[config.mk]
export PLATFORM = sky130hd
export DESIGN_NAME = div_sched
export DESIGN_NICKNAME = d
export VERILOG_FILES = /design/src/rtl/div_sched_pkg.sv /design/src/rtl/div_sched_hilo.sv /design/src/rtl/div_sched.sv
export SDC_FILE = /design/constraint.sdc
export NUM_CORES = 1
export LEC_CHECK = 0
export ABC_AREA = 1
export ABC_CLOCK_PERIOD_IN_PS = 3400
export CORE_MARGIN = 8
export CORE_UTILIZATION = 40
export CTS_BUF_LIST = sky130_fd_sc_hd__clkbuf_8 sky130_fd_sc_hd__clkbuf_16
export CTS_CLUSTER_SIZE = 40
export DETAILED_ROUTE_END_ITERATION = 6
export GPL_TIMING_DRIVEN = 1
export PLACE_DENSITY = 0.76
export SKIP_LAST_GASP = 1
export SLEW_MARGIN = 20
export SYNTH_ARGS = -nofsm -noshare
export SYNTH_HDL_FRONTEND = slang
export SYNTH_HIERARCHICAL = 1
export SYNTH_SLANG_ARGS = --single-unit
export TNS_END_PERCENT = 1
[constraint.sdc]
create_clock -name clk -period 3.4 [get_ports clk]
set_input_delay 0.68 -clock clk [delete_from_list [all_inputs] [get_ports clk]]
set_output_delay 0.68 -clock clk [all_outputs]
set_load 0.1 [all_outputs]
[src/rtl/div_sched_pkg.sv]
// Shared types and defaults for the divide sequencer.
// State encoding is fixed so it can be probed from outside.
package div_sched_pkg;

    typedef enum logic [1:0] {
        S_IDLE  = 2'b00,
        S_ISSUE = 2'b01,
        S_WAIT  = 2'b10,
        S_DRAIN = 2'b11
    } state_e;

    localparam int DIV_TIMEOUT = 64;
    localparam int DIV_CNT_W   = 7;

endpackage

[src/rtl/div_sched_hilo.sv]
// HI/LO architectural registers with an mthi/mtlo port
// and a divide commit port; commit wins if both fire.
module hilo_regs (
    input  logic        clk,
    input  logic        reset,
    input  logic        mt_hi_we,
    input  logic        mt_lo_we,
    input  logic [31:0] mt_wdata,
    input  logic        cm_we,
    input  logic [31:0] cm_hi,
    input  logic [31:0] cm_lo,
    output logic [31:0] hi,
    output logic [31:0] lo
);

    logic [31:0] hi_q, hi_d;
    logic [31:0] lo_q, lo_d;

    always_comb begin
        hi_d = hi_q;
        lo_d = lo_q;
        if (cm_we) begin
            hi_d = cm_hi;
            lo_d = cm_lo;
        end else begin
            if (mt_hi_we) hi_d = mt_wdata;
            if (mt_lo_we) lo_d = mt_wdata;
        end
    end

    always_ff @(posedge clk or posedge reset) begin
        if (reset) begin
            hi_q <= '0;
            lo_q <= '0;
        end else begin
            hi_q <= hi_d;
            lo_q <= lo_d;
        end
    end

    assign hi = hi_q;
    assign lo = lo_q;

endmodule

[src/rtl/div_sched.sv]
// Sequencer between EX and the iterative divider: issue,
// wait with watchdog, drain on flush, commit to HI/LO.
module div_sched
    import div_sched_pkg::*;
#(
    parameter int TIMEOUT = DIV_TIMEOUT,
    parameter int CNT_W   = DIV_CNT_W
) (
    input  logic        clk,
    input  logic        reset,
    input  logic        req_valid,
    output logic        req_ready,
    input  logic        req_signed,
    input  logic [31:0] req_dividend,
    input  logic [31:0] req_divisor,
    input  logic        mt_hi_we,
    input  logic        mt_lo_we,
    input  logic [31:0] mt_wdata,
    input  logic        flush,
    output logic        stall,
    output logic [31:0] hi,
    output logic [31:0] lo,
    output logic        done,
    output logic        err_timeout,
    output logic        div_en,
    output logic        div_signed,
    output logic [31:0] div_dividend,
    output logic [31:0] div_divisor,
    input  logic        div_busy,
    input  logic        div_complete,
    input  logic [31:0] div_quotient,
    input  logic [31:0] div_remainder
);

    state_e           state_q, state_d;
    logic [CNT_W-1:0] cnt_q, cnt_d;
    logic             sgn_q, sgn_d;
    logic [31:0]      dvd_q, dvd_d;
    logic [31:0]      dvs_q, dvs_d;
    logic             done_q, done_d;
    logic             err_q, err_d;
    logic             idle, accept, div0, tmo, cm_we;

    always_comb begin
        state_d = state_q;
        cnt_d   = cnt_q;
        sgn_d   = sgn_q;
        dvd_d   = dvd_q;
        dvs_d   = dvs_q;
        done_d  = 1'b0;
        err_d   = err_q;
        cm_we   = 1'b0;

        idle      = (state_q == S_IDLE);
        req_ready = idle & ~mt_hi_we & ~mt_lo_we;
        accept    = req_valid & req_ready;
        div0      = (req_divisor == '0);
        stall     = ~idle | (accept & ~div0);
        // >= so a flush landing on the last count still expires in DRAIN
        tmo       = (cnt_q >= CNT_W'(TIMEOUT - 1));

        unique case (state_q)
            S_IDLE: begin
                if (accept & ~flush) begin
                    if (div0) begin
                        done_d = 1'b1;
                    end else begin
                        sgn_d   = req_signed;
                        dvd_d   = req_dividend;
                        dvs_d   = req_divisor;
                        state_d = S_ISSUE;
                    end
                end
            end
            S_ISSUE: begin
                cnt_d   = CNT_W'(1);
                state_d = flush ? S_DRAIN : S_WAIT;
            end
            S_WAIT: begin
                cnt_d = cnt_q + 1'b1;
                if (flush) begin
                    state_d = div_complete ? S_IDLE : S_DRAIN;
                end else if (div_complete) begin
                    cm_we   = 1'b1;
                    done_d  = 1'b1;
                    state_d = S_IDLE;
                end else if (tmo) begin
                    err_d   = 1'b1;
                    state_d = S_IDLE;
                end
            end
            S_DRAIN: begin
                cnt_d = cnt_q + 1'b1;
                if (div_complete) begin
                    state_d = S_IDLE;
                end else if (tmo) begin
                    err_d   = 1'b1;
                    state_d = S_IDLE;
                end
            end
        endcase
    end

    always_ff @(posedge clk or posedge reset) begin
        if (reset) begin
            state_q <= S_IDLE;
            cnt_q   <= '0;
            sgn_q   <= 1'b0;
            dvd_q   <= '0;
            dvs_q   <= '0;
            done_q  <= 1'b0;
            err_q   <= 1'b0;
        end else begin
            state_q <= state_d;
            cnt_q   <= cnt_d;
            sgn_q   <= sgn_d;
            dvd_q   <= dvd_d;
            dvs_q   <= dvs_d;
            done_q  <= done_d;
            err_q   <= err_d;
        end
    end

    hilo_regs u_hilo (
        .clk      (clk),
        .reset    (reset),
        .mt_hi_we (mt_hi_we & idle),
        .mt_lo_we (mt_lo_we & idle),
        .mt_wdata (mt_wdata),
        .cm_we    (cm_we),
        .cm_hi    (div_remainder),
        .cm_lo    (div_quotient),
        .hi       (hi),
        .lo       (lo)
    );

    assign div_en       = (state_q == S_ISSUE);
    assign div_signed   = sgn_q;
    assign div_dividend = dvd_q;
    assign div_divisor  = dvs_q;
    assign done         = done_q;
    assign err_timeout  = err_q;

    a_en_pulse: assert property (
        @(posedge clk) disable iff (reset) div_en |=> !div_en);

    // a hung divider may still be busy; only legal once flagged
    a_issue_idle: assert property (
        @(posedge clk) disable iff (reset)
        div_en |-> (!div_busy || err_q));

endmodule

**Yosys cells after proc, flatten, opt, wreduce, memory -nomap -nowiden**

Index checks and enable logic that the tools add are counted.

- Input bits: 169
- Word-level logic and storage cells: 63
- Flip-flop bits (word level): 140
- Output and inout port bits: 134

- Add/subtract/negate cells: 1
- Order comparisons: 1
- Muxes and demuxes: 23
- Equal/unequal tests: 6
- Bitwise logic cells: 13
- Reductions and logical operators: 10

Operators with widths:

| cell | number |
|---|---|
| 2-to-1 mux 32 bit | 4 |
| zero test 32 bit | 1 |
| one-hot mux 7 bit (2 select lines) | 1 |
| 2-to-1 mux 2 bit | 6 |
| 2-to-1 mux 1 bit | 9 |
| one-hot mux 2 bit (4 select lines) | 1 |
| nonzero test 2 bit | 4 |
| adder 7 x 1 -> 7 bit (second input constant) | 1 |
| AND 1 bit | 7 |
| >= comparator 7 x 6 -> 1 bit (second input constant) | 1 |
| inverter 1 bit | 5 |
| == test 2 bit (second input constant) | 2 |
| != test 2 bit (second input constant) | 2 |
| one-hot mux 1 bit (2 select lines) | 2 |
| AND reduction 2 bit | 2 |
| AND reduction 3 bit | 1 |
| == test 2 x 1 -> 1 bit (second input constant) | 1 |
| zero test 2 bit | 1 |
| != test 2 x 1 -> 1 bit (second input constant) | 1 |
| OR reduction 2 bit | 1 |
| bitwise OR 1 bit | 1 |

**Depth between registers and ports, before layout**

Gate-level depths: netlist of the first run.

- Depth after elaboration: 7
- Mapped depth: 11

**Hierarchy**

The synthesis of the first run kept the hierarchy.

Modules (own cells, without submodules):

| module | area each (µm²) | cells an instance | times used | sequential area each (µm²) |
|---|---|---|---|---|
| div_sched | 3367.0 | 405 | 1 | 1901.8 |
| hilo_regs | 2856.5 | 351 | 1 | 1601.5 |

**Worst setup path after synthesis of the first run**

No wires, ideal clock.

- Kind: in2out
- From: input mt_hi_we
- To: output stall
- Data required time: 2720 ps
- Path buffers: 0
- Cell stages on the path: 3
- Slack: -1042 ps
- Arrival: 3762 ps
- Cells stage by stage: nor3_4 nand2_1 o21ai_0

- Cells in the longest elaborated chain, start to end: 6

Ends and longest elaborated chain:

| element | line | RTL |
|---|---|---|
| from (decl) | div_sched.sv:16 | `input logic mt_hi_we,` |
| inverter 1 bit | div_sched.sv:55 | `req_ready = idle & ~mt_hi_we & ~mt_lo_we;` |
| AND 1 bit (2 in a row) | div_sched.sv:55 |  |
| AND 1 bit | div_sched.sv:56 | `accept = req_valid & req_ready;` |
| AND 1 bit | div_sched.sv:58 | `stall = ~idle \| (accept & ~div0);` |
| bitwise OR 1 bit | div_sched.sv:58 |  |
| to (decl) | div_sched.sv:20 | `output logic stall,` |

Every way passes these cells.

**Worst setup path in the final report of the first run**

- From: input req_divisor[5]
- To: output stall

- Cells in the longest elaborated chain, start to end: 4

Ends and longest elaborated chain:

| element | line | RTL |
|---|---|---|
| from (decl) | div_sched.sv:15 | `input logic [31:0] req_divisor,` |
| zero test 32 bit | div_sched.sv:57 | `div0 = (req_divisor == '0);` |
| inverter 1 bit (no source line) | - |  |
| AND 1 bit | div_sched.sv:58 |  |
| bitwise OR 1 bit | div_sched.sv:58 |  |

Every way passes these cells.

==> summary.md, run 1 <==
| Metric | Value |
|---|---|
| CTS Sinks | `140` |
| Die X | `141 um` |
| CTS H-tree lvls | `4` |
| Fin. Hold Viols | `0` |
| Post-Synth Simple-Gate Area | `36.3%` |
| Post-route ant nets | `0` |
| Root Buffer | `clkbuf_16` |
| Xor/xnor share of the synthesized area | `0%` |
| Nets | `1211` |
| Min Tclk post-route | `2.75 ns` |
| Area grow syn2layout | `55.3%` |
| Clk_skew | `0.00952 ns` |
| CTS Hold Bufs | `0` |
| Arrival @ worst endpoint | `2.07 ns` |
| Cell row count | `45` |
| GRT overflow | `0` |
| Yosys top cell area share | `56.3%` |
| Distinct cells, synth | `20` |
| Status | `completed` |
| Post-Route WL | `22200 um` |
| Wire length per cell | `17.9 um` |
| Worst setup EP type | `output port` |
| Critical R2R Launch | `state_q[1]` |
| RSZ-0062 raised after global routing | `no` |
| Post-synthesis mux area share | `0%` |
| Antenna cell count | `0` |
| Sequential fraction of the synthesis area | `56.3%` |
| Post-cts gate resize count | `0` |
| DRC viols | `0` |
| Biggest area consumer among synthesized cells | `dfrtp_1` |
| Multi-input combinational cell area | `2360 sq um` |
| Maxcap violations | `0` |
| Placeable Area | `15200 sq um` |
| CTS clk-pin slew, worst paths | `0.05 ns` |
| Buffers on Ports | `301` |
| Synthesized Nets | `926` |
| Mapped Cells | `756` |
| Slew headroom | `33.5%` |
| Setup Crit Path Kind | `primary input to output port` |
| Worst skew pair latency | `0.42 ns` |
| Register area | `3500 sq um` |
| Die height | `141 um` |
| First-pass GRT wire length | `35000 um` |
| # fillers | `1354` |
| Worst slack at placement | `0.655 ns` |
| DIE AREA | `19800 sq um` |
| TNS Setup | `0 ns` |
| Finished Cell Area | `9670 sq um` |
| TritonRoute pass-1 iters | `5` |
| Fin. max-slew vios | `0` |
| Mean Syn Cell Area | `8.23 sq um` |
| GR Util All Layers | `22.6%` |
| Initial cell density of the core | `40.9%` |
| Final setup fails | `0` |
| Placed Instance Area | `9110 sq um` |
| Yosys reg bits | `140` |
| Fmax achieved | `363 MHz` |
| Largest family of logic cells by synthesized area | `simple AND/OR/NAND/NOR gates` |
| Final Non-Filler Cells | `1242` |
| HPWL after DPL | `16200 um` |
| Compound-Gate Fraction of Synth Area | `1.25%` |
| Worst Path Max Fanout | `3` |
| Adder-Cell Fraction of Synth Area | `0.201%` |
| Share of layout cells above drive strength 1 | `15.9%` |
| Area contributors post-synth | `dfrtp_1 56%, nand2_1 18%, nand3_1 16%, nor2_1 2.0%, buf_6 1.4%` |
| Cell Area, Synth | `6220 sq um` |
| Inserted Clock Buffers | `17` |
| I/O pins | `303` |
| HP Start | `div_dividend[23]` |
| Initial antenna violation count | `0` |
| RD Place Congestion | `0.836` |
| Period Utilization, post-route | `81.0%` |
| Setup Buffers After CTS | `0` |
| Clock Tree Buf Depth | `2` |
| Worst Path Required | `2.72 ns` |
| CTS tree | `yes` |
| Largest net degree at the start of global routing | `77` |
| Synth warn | `6` |
| Crit path launch type | `primary input` |
| Worst slew pin tran | `0.995 ns` |
| Initial DRC count | `453` |
| Class of the worst hold path | `register to register` |
| Dpl cells | `1210` |
| Via density | `5.02` |
| Final Worst Setup Slack | `0.647 ns` |
| Number of global-route vias before repair | `6308` |
| Critical path origin | `req_divisor[5]` |
| Routed vias | `6235` |
sequential cells by signal, indices dropped and copies added (netlist names):
signal and flops:
div_dividend 32, div_divisor 32, u_hilo/hi 32, u_hilo/lo 32, cnt_q 7, state_q 2
div_signed 1, done 1, err_timeout 1
placed cells by master, fill, tap and decap left out:
master	n
o21bai_1	1
clkdlybuf4s50_1	190
nor3_4	1
o21ai_2	1
clkinvlp_4	2
inv_2	6
clkinv_2	4
inv_1	21
clkbuf_8	4
bufinv_16	1
nand3_1	198
nor2_1	29
nand4_1	3
nand2_2	2
dfrtp_1	140
buf_12	6
nand3_2	1
o21ai_0	8
a21oi_1	5
ha_1	1
clkbuf_16	17
buf_4	119
nand2_1	290
nor2_2	4
critical path, stage by stage:
cell             delay, ns
clkdlybuf4s50_1       0.42
nor2_1                0.12
nand2_1               0.06
nor2_1                0.14
nand2_1               0.11
nor2_1                0.24
o21ai_2               0.12
buf_12                0.18
kinds of logic after synthesis:
kind of cell / Yosys count
DFF: 140
adders and majority gates: 1
buffers and inverters: 72
and+or+nand+nor: 528
AOI/OAI and AO/OA: 15
per-layer routing:
| layer | vias to the layer above | global-route usage, % | part of all wire, % |
|---|---|---|---|
| li1 | 3028 | - | - |
| met1 | 2922 | 26.4 | 39 |
| met2 | 249 | 38.5 | 51 |
| met3 | 36 | 6.25 | 7.6 |
| met4 | 0 | 9.05 | 2.9 |
| met5 | - | 0 | 0 |
metrics by stage:
step                      hold WS (ns)  utilization (%)
after floorplan                  0.468                -
after global placement           0.453             59.9
final                            0.468             63.6
after CTS                        0.471             63.6
after detailed placement         0.457             59.9
after global routing             0.483             63.6
cells in the mapped netlist:
master	instances
nand2_1	291
nand3_1	198
dfrtp_1	140
nor2_1	33
inv_1	20
buf_2	17
clkbuf_1	15
o21ai_0	9
buf_6	8
a21oi_1	5
buf_4	5
buf_1	4
nand4_1	3
inv_2	2
clkinv_2	1
ha_1	1
nand2_2	1
nand3_2	1
nor3_4	1
o21bai_1	1
path summary, 6_finish.rpt:
check,cells after the start,to,slack [ns]
setup reg to reg,11,u_hilo/hi[10],1.40
hold reg to reg,2,div_dividend[23],0.47
setup / recovery,8,stall,0.65
hold / removal,2,div_dividend[23],0.47
max in group asynchronous,3,u_hilo/hi[23],2.14
min in group asynchronous,2,u_hilo/lo[0],0.65
cell type report:
type                    instances  share of cell area, %
clock inverters                11                  0.816
well taps                     188                   2.43
repair buffers                315                   30.2
inverters                      23                  0.906
multi-input cells             544                   24.5
flip-flops and latches        140                   36.2
clock buffers                  21                   4.97
Power of run 1 is left out: the tool's default activity adds up to more than one toggle a clock period on the data nets, which glitch-free logic cannot reach.
==> inputs of run 2 (changes only) <==
- ABC_CLOCK_PERIOD_IN_PS: 3400 -> 2600
- clock period: 3.4 -> 2.6 ns (I/O delays scaled with it)
==> run 2 against run 1 <==
Largest cell class unchanged; worst setup slack worse by 0.44 ns; routed wire length shrank 0.14%; clock skew about the same; first-iteration DRC count is 11% higher.
==> summary.md, run 2 (synthesized netlist as in run 1, its figures left out) <==
| Metric | Value |
|---|---|
| Status | `completed` |
| Worst slew pin tran | `0.753 ns` |
| Post-route ant nets | `0` |
| RSZ-0062 raised after global routing | `no` |
| Routed vias | `6231` |
| Via density | `5.00` |
| Area grow syn2layout | `56.8%` |
| CTS Sinks | `140` |
| DIE AREA | `19800 sq um` |
| Reg2Reg Setup Slack | `0.45 ns` |
| Slew headroom | `49.8%` |
| Largest net degree at the start of global routing | `65` |
| Initial cell density of the core | `40.9%` |
| Core Util, Final | `64.2%` |
| Root Buffer | `clkbuf_16` |
| TritonRoute pass-1 iters | `5` |
| Min Hold Slack | `0.423 ns` |
| Final Worst Setup Slack | `0.211 ns` |
| Worst Path Required | `2.08 ns` |
| Worst skew pair latency | `0.42 ns` |
| RD Place Congestion | `0.872` |
| Inserted Clock Buffers | `17` |
| Critical R2R Launch | `state_q[1]` |
| Number of global-route vias before repair | `6312` |
| Class of the worst hold path | `primary input to asynchronous set/reset pin` |
| Initial DRC count | `502` |
| HPWL after DPL | `16600 um` |
| Wire length per cell | `17.8 um` |
| Nets | `1214` |
| Most frequent cells in the layout | `289 x nand2_1, 198 x nand3_1, 167 x clkdlybuf4s50_1, 144 x buf_4, 140 x dfrtp_1` |
| CTS H-tree lvls | `4` |
| CTS clk-pin slew, worst paths | `0.06 ns` |
| Fin. Hold Viols | `0` |
| Clk_skew | `0.00956 ns` |
| Cell row count | `45` |
| Fin. max-slew vios | `0` |
| Worst slack at placement | `0.0968 ns` |
| Setup Crit Path Kind | `register to output port` |
| GR Util All Layers | `22.4%` |
| Die X | `141 um` |
| Die height | `141 um` |
| First-pass GRT wire length | `34800 um` |
| Placeable Area | `15200 sq um` |
| Worst setup EP type | `output port` |
| Share of layout cells above drive strength 1 | `18.8%` |
| GRT overflow | `0` |
| Arrival @ worst endpoint | `1.87 ns` |
| Buffers on Ports | `301` |
| Maxcap violations | `0` |
| I/O pins | `303` |
| Final setup fails | `0` |
| Worst Path Max Fanout | `8` |
| Post-Route WL | `22200 um` |
| DRC viols | `0` |
| Initial antenna violation count | `1` |
| Min Tclk post-route | `2.39 ns` |
| Clock Tree Buf Depth | `2` |
| Crit path launch type | `register` |
| CTS tree | `yes` |
| Fmax achieved | `419 MHz` |
| Critical path origin | `state_q[1]` |
| Period Utilization, post-route | `91.9%` |
| Commonest non-fill, non-tap cell in the layout | `nand2_1` |
-- run 2: worst paths after layout --
kind / to / cells past startpoint
max in group asynchronous: div_dividend[0] / 3
worst min-delay path: div_dividend[9] / 2
worst min register to register: div_dividend[3] / 2
worst max-delay path: stall / 6
worst max register to register: u_hilo/lo[10] / 10
min in group clk: div_dividend[3] / 2
-- run 2: through the flow --
stage	cell area [sq um]	instances	setup TNS (ns)
after detailed placement	9100	1213	0
after floorplan	6250	756	-0.0855
after global placement	9100	1213	0
after CTS	9750	1244	0
after global routing	9750	1245	0
final	9760	1246	0
-- run 2: per-layer routing --
metal	wire, um	part of all wire [%]	track usage, %
met5	0	0	0
met4	564	2.5	9.16
met3	2010	9.1	7.29
met2	10900	49	36.5
met1	8710	39	26.9
-- run 2: what timing repair did --
item | 4_1_cts | 5_1_grt
gates resized for setup | 0 | 1
endpoints found under the setup margin | 0 | 1
hold buffers | 0 | 0
buffers inserted | 0 | 0
-- run 2: critical path, stage by stage, from the launching register on --
cell      delay [ns]
dfrtp_1         0.50
clkinv_4        0.12
nand2_4         0.08
nor3_4          0.31
nand2_2         0.11
o21ai_4         0.15
buf_12          0.19
-- run 2: final cells by class --
| class | count | area (sq um) |
|---|---|---|
| Antenna cell | 2 | 5.00 |
| Timing Repair Buffer | 318 | 2890 |
| Inverter | 23 | 91.3 |
| Clock buffer | 19 | 453 |
| Fill cell | 1332 | 5450 |
| Multi-Input combinational cell | 544 | 2380 |
| Sequential cell | 140 | 3500 |
| Tap cell | 188 | 235 |
| Clock inverter | 12 | 194 |
Power of run 2 is left out for the same reason.
